===== config.mk =====
export PLATFORM = sky130hd
export DESIGN_NAME = pipeline_controller
export DESIGN_NICKNAME = d
export VERILOG_FILES = /design/src/rtl/pipeline_controller.sv
export SDC_FILE = /design/constraint.sdc
export NUM_CORES = 1
export LEC_CHECK = 0
export ABC_AREA = 1
export BUFFER_PORTS_ARGS = -buffer_cell sky130_fd_sc_hd__buf_2
export CORE_MARGIN = 2
export CORE_UTILIZATION = 49
export CTS_CLUSTER_SIZE = 12
export DETAILED_ROUTE_END_ITERATION = 10
export PLACE_DENSITY = 0.89
export SKIP_CTS_REPAIR_TIMING = 1
export SLEW_MARGIN = 20
export SYNTH_ARGS = -nofsm -noshare
export SYNTH_HDL_FRONTEND = slang
export SYNTH_SLANG_ARGS = --single-unit

===== constraint.sdc =====
create_clock -name clk -period 2 [get_ports clk]
set_input_delay 0.2 -clock clk [delete_from_list [all_inputs] [get_ports clk]]
set_output_delay 0.2 -clock clk [all_outputs]
set_load 0.01 [all_outputs]

===== src/rtl/pipeline_controller.sv =====
// Hazard and sequencing controller for a five-stage RISC-V pipeline: operand forwarding,
// load-use and branch stall/flush, and a memory-wait FSM with timeout and stall counter.
module pipeline_controller #(
  parameter int MEM_TIMEOUT = 16,
  parameter int CNT_WIDTH   = 32
) (
  input  logic                 clk,
  input  logic                 rst,
  input  logic [4:0]           Rs1D,
  input  logic [4:0]           Rs2D,
  input  logic [4:0]           Rs1E,
  input  logic [4:0]           Rs2E,
  input  logic [4:0]           RdE,
  input  logic [1:0]           ResultSrcE,
  input  logic                 PCSrcE,
  input  logic [4:0]           RdM,
  input  logic [4:0]           RdW,
  input  logic                 RegWriteM,
  input  logic                 RegWriteW,
  input  logic                 MemReqM,
  input  logic                 MemReadyM,
  output logic [1:0]           ForwardAE,
  output logic [1:0]           ForwardBE,
  output logic                 StallF,
  output logic                 StallD,
  output logic                 StallE,
  output logic                 StallM,
  output logic                 FlushD,
  output logic                 FlushE,
  output logic                 FlushW,
  output logic                 MemValidM,
  output logic                 MemErr,
  output logic [CNT_WIDTH-1:0] StallCount
);

  localparam int WW = $clog2(MEM_TIMEOUT) + 1;

  typedef enum logic [1:0] {RUN, WAIT, ERR} state_t;

  state_t                state_reg, state_next;
  logic [WW-1:0]         wait_cnt_reg, wait_cnt_next;
  logic [CNT_WIDTH-1:0]  stall_cnt_reg;
  logic                  mem_stall;
  logic                  load_stall;

  logic [4:0] rs_e [2];
  logic [1:0] fwd  [2];

  assign rs_e[0] = Rs1E;
  assign rs_e[1] = Rs2E;

  // Memory-stage result is newer than writeback, so it takes precedence.
  for (genvar gi = 0; gi < 2; gi++) begin : g_fwd
    always_comb begin
      fwd[gi] = 2'b00;
      if (RegWriteM && RdM != 5'd0 && RdM == rs_e[gi])
        fwd[gi] = 2'b10;
      else if (RegWriteW && RdW != 5'd0 && RdW == rs_e[gi])
        fwd[gi] = 2'b01;
    end
  end

  assign ForwardAE = fwd[0];
  assign ForwardBE = fwd[1];

  assign load_stall = (ResultSrcE == 2'b01) && (RdE != 5'd0) &&
                      ((RdE == Rs1D) || (RdE == Rs2D));

  always_comb begin
    state_next    = state_reg;
    wait_cnt_next = wait_cnt_reg;
    mem_stall     = 1'b0;
    case (state_reg)
      RUN: begin
        mem_stall = MemReqM && !MemReadyM;
        if (mem_stall) begin
          state_next    = WAIT;
          wait_cnt_next = WW'(1);
        end else begin
          wait_cnt_next = '0;
        end
      end
      WAIT: begin
        if (MemReadyM || !MemReqM) begin
          state_next    = RUN;
          wait_cnt_next = '0;
        end else begin
          mem_stall = 1'b1;
          if (wait_cnt_reg == WW'(MEM_TIMEOUT - 1))
            state_next = ERR;
          else
            wait_cnt_next = wait_cnt_reg + WW'(1);
        end
      end
      ERR:     mem_stall = 1'b1;
      default: state_next = RUN;
    endcase
  end

  // A memory stall freezes D and E, so any pending flush is re-evaluated after release.
  always_comb begin
    StallF = load_stall;
    StallD = load_stall;
    StallE = 1'b0;
    StallM = 1'b0;
    FlushW = 1'b0;
    FlushD = PCSrcE;
    FlushE = load_stall || PCSrcE;
    if (mem_stall) begin
      StallF = 1'b1;
      StallD = 1'b1;
      StallE = 1'b1;
      StallM = 1'b1;
      FlushW = 1'b1;
      FlushD = 1'b0;
      FlushE = 1'b0;
    end
  end

  assign MemValidM  = MemReqM && (state_reg != ERR);
  assign MemErr     = (state_reg == ERR);
  assign StallCount = stall_cnt_reg;

  always_ff @(posedge clk) begin
    if (rst) begin
      state_reg     <= RUN;
      wait_cnt_reg  <= '0;
      stall_cnt_reg <= '0;
    end else begin
      state_reg    <= state_next;
      wait_cnt_reg <= wait_cnt_next;
      if (StallF && stall_cnt_reg != '1)
        stall_cnt_reg <= stall_cnt_reg + CNT_WIDTH'(1);
    end
  end

endmodule


==> results.md <==
- Outcome: completed
- Vias: 3329
- Final Hold Fails: 0
- Drt drc: 0
- DR iter-0 viols: 238
- Worst Setup End Kind: flip-flop
- Worst Path Max Fanout: 6
- Post-synth EDFFs: 0
- DIE WIDTH: 80.8 um
- CTS H-tree depth: 2
- Vias in the first global route: 3003
- Root buffer cell: clkbuf_8
- Mapped Area: 2890 um2
- Mapped Nets: 532
- Most common cell on crit path: nor2_1
- Routability Congestion: 0.966
- Synth Warn #: 0
- Max incr delay on CP: 430 ps
- Worst-path cell with the longest stage delay: dfxtp_1
- TritonCTS buffer count: 5
- DRT antenna net count: 0
- Fmax: 525 MHz
- Hold Slack: 95.2 ps
- Worst Path Arrival: 2100 ps
- Die Y-Extent: 80.8 um
- Hold Crit Class: input port to flip-flop
- Port-buffer cells: 88
- Commonest cells after routing, fill and taps aside: nand2_1, buf_2, nor2_1
- Area leader, netlist: dfxtp_1
- Rel. slew slack: 65.7%
- Flops & latches, synth: 39
- Netlist cell types: 28
- Share of layout cells above drive strength 1: 23.1%
- Pin count of the biggest net entering global routing: 67
- CTS tree: yes
- CTS max path bufs: 2
- # nets final: 617
- Multi-input logic area: 1780 um2
- Fillers: 548
- Starting Density: 51.5%
- Row count: 27
- Max reg flops: 32
- Routed WL: 7590 um
- Top post-synthesis cells by area: dfxtp_1, nand2_1, nor2_1
- First-pass GRT wire length: 12200 um
- Worst setup SP type: flip-flop
- Clk slew on worst S/H paths: 80 ps
- GRT Total Usage: 23.2%
- Slew Viols, Final: 0
- Ys async rst share: 0%
- Storage element area: 782 um2
- Max-cap viol count: 0
- Commonest non-fill, non-tap cell in the layout: nand2_1
- Data required, critical path: 2190 ps
- Ant diodes: 0
- Pleak: 1.83 nW
- Measured slew at the worst slew-check pin: 512 ps
- Area Overhead vs Synth: 21.4%
- Dpl cells: 633
- PD cells: 492 nW/um2
- Setup CP Type: flip-flop to flip-flop
- Critical R2R Capture: StallCount[27]
- Syn Inst Count: 485
- Cell count of the worst hold path: 2
- DR vias/cell: 5.18
- Syn avg cell area: 5.96 um2
- IO Pins: 89
- Hold Crit Start: rst
- Crit-path cells: nand3_1, nor2_1, nand3_1, nor2_1, nand2_1, nor2_1, nand3_1, nand2_1, nor2_1
- Reg2Reg Setup Slack: 90 ps
- Non-filler cells in the finished layout: 643
- Worst flop-to-flop path startpoint: StallCount[2]
- Die area: 6530 um2
- Wire per inst: 11.8 um
- Placeable Area: 5610 um2
- HPWL reported at the end of detailed placement: 5760 um
- WHS Endpoint: wait_cnt_reg[1]
- Endpoints failing setup: 0
- Post-synthesis sequential area ratio: 27.0%
- Fin crit share: 95.3%
- Worst skew pair latency: 300 ps
- Area share of the largest cell type after synthesis: 27.0%
- Worst reg-to-reg path cell count: 9
- Peak supply drop: 412 uV
- Number of iterations in the first detailed-routing pass: 4
- CTS Sinks: 39
- Initial antenna violation count: 0
- Minimum clock period: 1910 ps
- GRT overflow: 0
- Worst Clk Skew: 7.62 ps
- Post-synth top flop: dfxtp_1
- Post-route total power: 0.00172 W
-- worst max path at each step --
stage	slack [ps]	startpoint	to
after global placement	200	StallCount[0]	StallCount[6]
final	90	StallCount[2]	StallCount[27]
after CTS	90	StallCount[0]	StallCount[15]
after detailed placement	120	StallCount[0]	StallCount[15]
after floorplan	300	StallCount[0]	StallCount[2]
after global routing	-20	StallCount[2]	StallCount[31]
-- routing by layer --
layer | global-route usage [%] | routed length (um)
met5 | 0 | 0
met2 | 42.3 | 3760
met1 | 26.2 | 3120
met4 | 8.47 | 187
met3 | 5.33 | 530
-- area by class of cell --
cell class / instances / area share [%]
Clock buffer: 6 / 2.35
Clock inverter: 2 / 0.999
Inverter: 70 / 7.49
Multi-Input combinational cell: 363 / 50.7
Sequential cell: 39 / 22.3
Tap cell: 72 / 2.57
Timing Repair Buffer: 91 / 13.6
-- power by group --
group | switching (W) | leakage [nW] | total [W] | internal [W]
Combinational | 0.000141 | 1.45 | 0.000247 | 0.000106
Sequential | 0.00000573 | 0.315 | 0.000787 | 0.000781
Clock | 0.000287 | 0.0612 | 0.000691 | 0.000404
Total | 0.000434 | 1.83 | 0.00172 | 0.00129
-- metrics by stage --
stage / setup slack (ps) / area (um2) / setup TNS (ps) / util (%)
2_1_floorplan: 300 / 2890 / 0 / -
3_3_place_gp: 198 / 3350 / 0 / 59.7
3_5_place_dp: 116 / 3350 / 0 / 59.7
4_1_cts: 89.4 / 3460 / 0 / 61.8
5_1_grt: -17.9 / 3510 / -27.9 / 62.6
6_report: 94.3 / 3510 / 0 / 62.6
-- cells in the mapped netlist (9+ instances only) --
| master | count |
|---|---|
| nand3_1 | 46 |
| nor2_1 | 85 |
| nor3_1 | 13 |
| a21oi_1 | 35 |
| xnor2_1 | 14 |
| inv_2 | 9 |
| nand2_2 | 11 |
| nand2_1 | 115 |
| xor2_1 | 9 |
| inv_1 | 60 |
| nand4_1 | 10 |
| dfxtp_1 | 39 |
-- kinds of logic (layout without fill, tap and decap cells) --
kind of cell | after synthesis | in the layout | share of synthesized area [%]
compound gates | 43 | 43 | 7.71
xor+xnor | 23 | 23 | 6.97
fa+ha+maj | 3 | 3 | 1.30
buf+inv | 85 | 169 | 12.9
flops | 39 | 39 | 27.0
simple gates | 292 | 294 | 44.1
-- worst max-delay path, delay by kind of cell, from the launching register on --
kind / cells / cell delay (ps)
DFF: 1 / 430
and+or+nand+nor: 9 / 1370
(Power assumes the default switching activity.)
